==> config.mk <==
export PLATFORM = sky130hd
export DESIGN_NAME = fetch_decode
export DESIGN_NICKNAME = d
export VERILOG_FILES = /design/src/rtl/fetch_decode.sv
export SDC_FILE = /design/constraint.sdc
export NUM_CORES = 1
export LEC_CHECK = 0
export BUFFER_PORTS_ARGS = -buffer_cell sky130_fd_sc_hd__buf_4
export CAP_MARGIN = 20
export CORE_MARGIN = 1
export CORE_UTILIZATION = 37
export CTS_BUF_LIST = sky130_fd_sc_hd__clkbuf_16
export DETAILED_ROUTE_END_ITERATION = 8
export PLACE_DENSITY_LB_ADDON = 0.12
export SYNTH_ARGS = -nofsm -noshare
export SYNTH_HDL_FRONTEND = slang
export SYNTH_SLANG_ARGS = --single-unit
==> constraint.sdc <==
create_clock -name clk -period 1.2 [get_ports clk]
set_input_delay 0.06 -clock clk [delete_from_list [all_inputs] [get_ports clk]]
set_output_delay 0.06 -clock clk [all_outputs]
set_load 0.005 [all_outputs]
==> src/rtl/fetch_decode.sv <==
// Instruction fetch and decode front end: PC, data-address and IR registers, memory port muxing
// and field decode. Optional instruction counter enabled by FETCH_DECODE_ICOUNT_EN.
module fetch_decode (
  input  logic        clk,
  input  logic        reset,
  input  logic        reset_pc,
  input  logic        load_pc,
  input  logic        addr_sel,
  input  logic        load_ir,
  input  logic        load_addr,
  input  logic [2:0]  mem_cmd,
  input  logic [2:0]  nsel,
  input  logic [15:0] datapath_out,
  input  logic [15:0] read_data,
  output logic [8:0]  mem_addr,
  output logic        mem_rd,
  output logic        mem_wr,
  output logic [15:0] write_data,
  output logic [8:0]  pc,
  output logic [15:0] ir,
  output logic [2:0]  opcode,
  output logic [1:0]  op,
  output logic [2:0]  reg_num,
  output logic [15:0] sximm5,
  output logic [15:0] sximm8,
  output logic [1:0]  shift,
  output logic [1:0]  alu_op,
`ifdef FETCH_DECODE_ICOUNT_EN
  output logic [15:0] icount,
`endif
  output logic        cmd_err
);

  localparam logic [2:0] CmdNone  = 3'b001;
  localparam logic [2:0] CmdRead  = 3'b010;
  localparam logic [2:0] CmdWrite = 3'b100;

  localparam logic [2:0] SelRn = 3'b001;
  localparam logic [2:0] SelRd = 3'b010;
  localparam logic [2:0] SelRm = 3'b100;

  logic [8:0]  pc_q, pc_d;
  logic [8:0]  addr_q;
  logic [15:0] ir_q;
  logic        err_q;
  logic        cmd_legal;

  always_comb begin
    pc_d = pc_q;
    if (load_pc) begin
      pc_d = reset_pc ? 9'd0 : pc_q + 9'd1;
    end
  end

  always_comb begin
    cmd_legal = 1'b0;
    mem_rd    = 1'b0;
    mem_wr    = 1'b0;
    case (mem_cmd)
      CmdNone:  cmd_legal = 1'b1;
      CmdRead:  begin cmd_legal = 1'b1; mem_rd = 1'b1; end
      CmdWrite: begin cmd_legal = 1'b1; mem_wr = 1'b1; end
      default:  cmd_legal = 1'b0;
    endcase
  end

  always_ff @(posedge clk) begin
    if (reset) begin
      pc_q   <= 9'd0;
      addr_q <= 9'd0;
      ir_q   <= 16'd0;
      err_q  <= 1'b0;
    end else begin
      pc_q <= pc_d;
      if (load_addr) addr_q <= datapath_out[8:0];
      // read_data belongs to the address presented before this edge's PC update
      if (load_ir)   ir_q   <= read_data;
      if (!cmd_legal) err_q <= 1'b1;
    end
  end

`ifdef FETCH_DECODE_ICOUNT_EN
  logic [15:0] icount_q;

  always_ff @(posedge clk) begin
    if (reset) begin
      icount_q <= 16'd0;
    end else if (load_ir) begin
      icount_q <= icount_q + 16'd1;
    end
  end

  assign icount = icount_q;
`endif

  assign pc         = pc_q;
  assign ir         = ir_q;
  assign cmd_err    = err_q;
  assign mem_addr   = addr_sel ? pc_q : addr_q;
  assign write_data = datapath_out;

  assign opcode = ir_q[15:13];
  assign op     = ir_q[12:11];
  assign alu_op = ir_q[12:11];
  assign shift  = ir_q[4:3];
  assign sximm5 = {{11{ir_q[4]}}, ir_q[4:0]};
  assign sximm8 = {{8{ir_q[7]}}, ir_q[7:0]};

  always_comb begin
    case (nsel)
      SelRn:   reg_num = ir_q[10:8];
      SelRd:   reg_num = ir_q[7:5];
      SelRm:   reg_num = ir_q[2:0];
      default: reg_num = 3'b000;
    endcase
  end

endmodule
Word level (Yosys, flattened, before mapping)
Cells that the tools add are included.
{"block": "totals", "reg_bits": 35, "elab_cells": 18, "in_bits": 45, "output_inout_bits": 97}
{"block": "classes", "n_eq_ne": 6, "n_reduce_logical": 1, "mux": 6, "addsub": 1}
{"op": "2-to-1 mux 9 bit", "n": 2}
{"op": "adder 9 x 1 -> 9 bit, second input constant", "n": 1}
{"op": "one-hot mux 3 bit (3 select lines)", "n": 1}
{"op": "equality test 3 x 1 -> 1 bit, second input constant", "n": 2}
{"op": "equality test 3 x 2 -> 1 bit, second input constant", "n": 2}
{"op": "equality test 3 bit, second input constant", "n": 2}
{"op": "2-to-1 mux 1 bit", "n": 3}
{"op": "OR reduction 3 bit", "n": 1}

Logic depth before layout (Yosys ltp)
{"block": "depth", "ltp_word": 3, "depth_mapped": 5, "depth_no_buf": 4}

Least setup slack after synthesis
OpenSTA, ideal clock, no wires.
{"block": "synth_path", "path_kind": "register to register", "start": "register pc_q[0], in the netlist pc[0]", "end": "register pc_q[8], in the netlist pc[8]", "path_stages_with_launch": 5, "arrival_time_ps": 1278, "slack_ps": -137, "required_ps": 1141, "path_buffers": 0, "synth_period_minus_slack_ps": 1337, "setup_ps": 59, "path_cell_list": "dfxtp_1 ha_1 nand4_1 or4_1 nand2_1"}
{"block": "synth_between", "elab_chain_cells": 2}
{"item": "start, declared", "line": "42", "source": "logic [8:0] pc_q, pc_d;"}
{"item": "start signal, assigned", "line": "74", "source": "pc_q <= pc_d;"}
{"item": "adder 9 x 1 -> 9 bit", "line": "51", "source": "pc_d = reset_pc ? 9'd0 : pc_q + 9'd1;"}
{"item": "2-to-1 mux 9 bit", "line": "51"}
No other way between the ends.
A chain may end at the register's enable or synchronous reset.

Worst setup path after layout
{"block": "layout_path", "start": "register pc_q[0], in the netlist pc[0]", "end": "register pc_q[6], in the netlist pc[6]"}
The elaborated chain is that of the path after synthesis.

==> results.txt <==
----------------------------------------------------
[Run status]
  Status ... complete, but fails checks
  Failing checks ... negative setup slack

[Pwr]
  Overall power consumption ... 0.00302 W
  Worst voltage drop across the vdd grid ... 0.626 mV
  Power density over the cells ... 1090 nW/um2
  Leakage power ... 1.42 nW

[Clock network]
  Clock Path Buffers ... 2
  # H-tree levels ... 2
  Source-to-sink clock delay at the later pin of the worst-skew pair ... 270 ps
  Clock sink count ... 35
  Total of hold buffers inserted after clock tree synthesis ... 0
  TritonCTS clock tree ... yes
  Clock-pin slew of the registers on the worst-case setup and hold paths ... 50 ps
  TritonCTS buffer count ... 5
  Root buf cell ... sky130_fd_sc_hd__clkbuf_16

[Synthesis]
  Synth unique cells ... 24
  Synthesized instance count ... 210
  Flops & latches, synth ... 35
  Share of the yosys chip area belonging to registers ... 0.362
  Warning count from the yosys run ... 0
  Syn_nets ... 256
  Average footprint of a synthesized cell ... 9.23 um2
  Cell Area, Synth ... 1940 um2

[Timing]
  Max Clock Freq ... 807 MHz
  Number of hold-slack violations in the final timing report ... 0
  Period utilisation layout ... 1.03
  Setup skew after layout ... 0.441 ps
  Post-Route Setup TNS ... -74.3 ps
  Setup repair after global routing missed its margin ... yes
  Worst Setup Slack, final ... -39.8 ps
  Transition time at the pin with the least slew margin ... 346 ps
  Final count of pins violating max slew ... 0
  Setup violators final ... 4
  Clock period minus final worst setup slack ... 1240 ps
  Max transition margin ... 0.769

[Placement]
  Number of placed instances, taps included ... 349
  Cell area after placement ... 2590 um2
  Placed wire-length estimate after detailed placement ... 3470 um
  Pre-CTS setup slack ... -106 ps
  Number of port buffers ... 127
  Routability Congestion ... 0.767

[Detailed routing]
  Drt wl/cell ... 12.9 um
  Routed wire length ... 4660 um
  Remaining antenna violation count after routing ... 0
  Starting DRC count in detailed routing ... 62
  Via total after detailed routing ... 1,609
  Avg Vias per Cell ... 4.47
  DRC violations left ... 0
  Number of detailed-routing iterations run before antenna repair ... 4

[Finish]
  Number of nets at the end of the flow ... 338
  Sequential cell area in the final layout ... 719 um2
  FILL cells ... 471
  Fraction of layout instances using a drive strength above 1 ... 0.570
  Area of the multi-input gates ... 766 um2
  Design Area, Final ... 2780 um2
  Layout overhead on the synthesized area ... 43.4%
  Count of antenna diodes in the layout ... 0
  Non-filler instance count after layout ... 360

[Floorplanning]
  Area enclosed by the die boundary ... 5530 um2
  # IOs ... 142
  Site row count ... 25
  Starting utilization of the core area ... 0.397
  Area of the core region ... 4880 um2
  Die height ... 74.4 um
  Width of the die ... 74.4 um

[Critical path]
  Highest fanout seen on the critical path ... 3
  Type of the worst setup path ... flop to flop
  Depth of the worst register-to-register path ... 5
  Data arrival time of the critical path ... 1440 ps
  End of the worst register-to-register path ... pc[6]$_SDFFE_PP0P_
  Critical Path Sink Type ... flop
  Startpoint of the worst register-to-register path ... pc[0]$_SDFFE_PP0P_
  Nature of the critical path startpoint ... flop
  Reg2reg setup slack ... -40 ps
  Required time of the critical path ... 1400 ps
  Max stage delay on crit path ... 360 ps
  Worst path slowest cell ... sky130_fd_sc_hd__dfxtp_4
  List of cells traversed by the critical path ... ha_4 -> nand4_1 -> buf_4 -> or3_1 -> a21oi_1

[Worst hold path]
  End point of the worst hold path ... ir[1]$_SDFFE_PP0P_
  Min-delay worst type ... input port to flop
  Worst Hold Path Cells ... 3
  Worst hold path startpoint ... read_data[1]

[Flow run]
  Number of max-cap violations ... 0

[Global routing]
  Maximum number of pins on one net before global-route repair ... 28
  Vias in the first global route ... 1,412
  Number of antenna violations at the first check in global routing ... 0
  Wire length of the first global-routing pass ... 6710 um
  GRT Total Usage ... 0.161
  Total overflow reported by the global router ... 0

----------------------------------------------------
layout make-up:
cell class                      instances  share of cell area
Inverter                                1             0.00135
Clock buffer                            5              0.0450
Timing Repair Buffer                  141               0.385
Multi-Input combinational cell        108               0.276
Tap cell                               67              0.0302
Sequential cell                        35               0.259
Clock inverter                          3             0.00405
cells in the final DEF, fill, tap and decap left out, types with 3 or more instances in the layout:
cell / synthesis / routed
sky130_fd_sc_hd__buf_4: 57 / 138
sky130_fd_sc_hd__nor2_1: 31 / 31
sky130_fd_sc_hd__mux2i_1: 26 / 26
sky130_fd_sc_hd__dfxtp_1: 35 / 24
sky130_fd_sc_hd__dfxtp_2: 0 / 9
sky130_fd_sc_hd__nand2_1: 8 / 8
sky130_fd_sc_hd__mux2_2: 9 / 7
sky130_fd_sc_hd__clkbuf_16: 0 / 5
sky130_fd_sc_hd__o21ai_0: 5 / 4
sky130_fd_sc_hd__nand4_1: 4 / 4
sky130_fd_sc_hd__xor2_1: 4 / 4
sky130_fd_sc_hd__a22oi_1: 3 / 3
sky130_fd_sc_hd__nor3b_1: 3 / 3
sky130_fd_sc_hd__a21oi_1: 3 / 3
sky130_fd_sc_hd__buf_6: 3 / 3
critical path: cells and delay by family, from the launching register on:
kind / cells / cell delay, ps
DFF: 1 / 360
buffers and inverters: 1 / 160
and+or+nand+nor: 2 / 390
AOI/OAI and AO/OA: 1 / 120
adders and majority gates: 1 / 130
synthesized netlist by cell type (all sizes together):
cell | instances | area (um2)
buf | 63 | 477
dfxtp | 35 | 701
nor2 | 31 | 116
mux2i | 26 | 260
mux2 | 9 | 101
nand2 | 8 | 30.0
o21ai | 5 | 25.0
nand4 | 4 | 25.0
xor2 | 4 | 35.0
a21oi | 3 | 15.0
a22oi | 3 | 22.5
clkbuf | 3 | 11.3
nor3b | 3 | 22.5
nor2b | 2 | 12.5
o211ai | 2 | 15.0
or3 | 2 | 12.5
or4 | 2 | 15.0
a21o | 1 | 7.51
a221oi | 1 | 8.76
ha | 1 | 12.5
inv | 1 | 3.75
xnor2 | 1 | 8.76
sequential cells by signal, summed over array words and instances, names as in the netlist:
| register | cells |
|---|---|
| cmd_err | 1 |
| pc | 9 |
| ir | 16 |
| addr_q | 9 |
metal layers:
metal	global-route usage	up-vias	routed length [um]
met1	0.207	706	2030
li1	-	808	-
met5	0	-	0
met3	0.0528	12	432
met4	0.0608	0	59
met2	0.252	83	2140
through the flow:
| stage | util | hold slack, ps |
|---|---|---|
| floorplan | - | 153 |
| global placement | 0.531 | 120 |
| CTS | 0.562 | 18.8 |
| finish | 0.569 | 22.6 |
| detailed placement | 0.531 | 120 |
| global route | 0.569 | 26.8 |
worst max path at each step:
stage               slack, ps                  to               start
floorplan                 -60  pc[8]$_SDFFE_PP0P_  pc[1]$_SDFFE_PP0P_
finish                    -40  pc[6]$_SDFFE_PP0P_  pc[0]$_SDFFE_PP0P_
detailed placement       -110  pc[8]$_SDFFE_PP0P_  pc[1]$_SDFFE_PP0P_
global placement          -80  pc[8]$_SDFFE_PP0P_  pc[1]$_SDFFE_PP0P_
global route             -100  pc[7]$_SDFFE_PP0P_  pc[1]$_SDFFE_PP0P_
CTS                       -40  pc[6]$_SDFFE_PP0P_  pc[0]$_SDFFE_PP0P_
timing repair:
item | in CTS | in global routing
cloned | 0 | 0
resized for setup | 3 | 12
endpoints found under the setup margin | 6 | 27
pin swaps | 3 | 0
buffers inserted | 2 | 1
endpoints found under the hold margin | 0 | 0
report_power, final:
group	total, W	internal (W)	switching (W)
Sequential	0.00128	0.00122	0.0000551
Clock	0.00119	0.000745	0.000441
Combinational	0.000555	0.000351	0.000204
kinds of logic after synthesis:
| logic type | count (synthesis) | synth area share |
|---|---|---|
| flops | 35 | 0.362 |
| fa+ha+maj | 1 | 0.00645 |
| simple gates | 52 | 0.121 |
| buf+inv | 67 | 0.254 |
| xor+xnor | 5 | 0.0226 |
| compound gates | 15 | 0.0484 |
| mux | 35 | 0.187 |
Note: power is estimated with default switching activity, not from simulation.
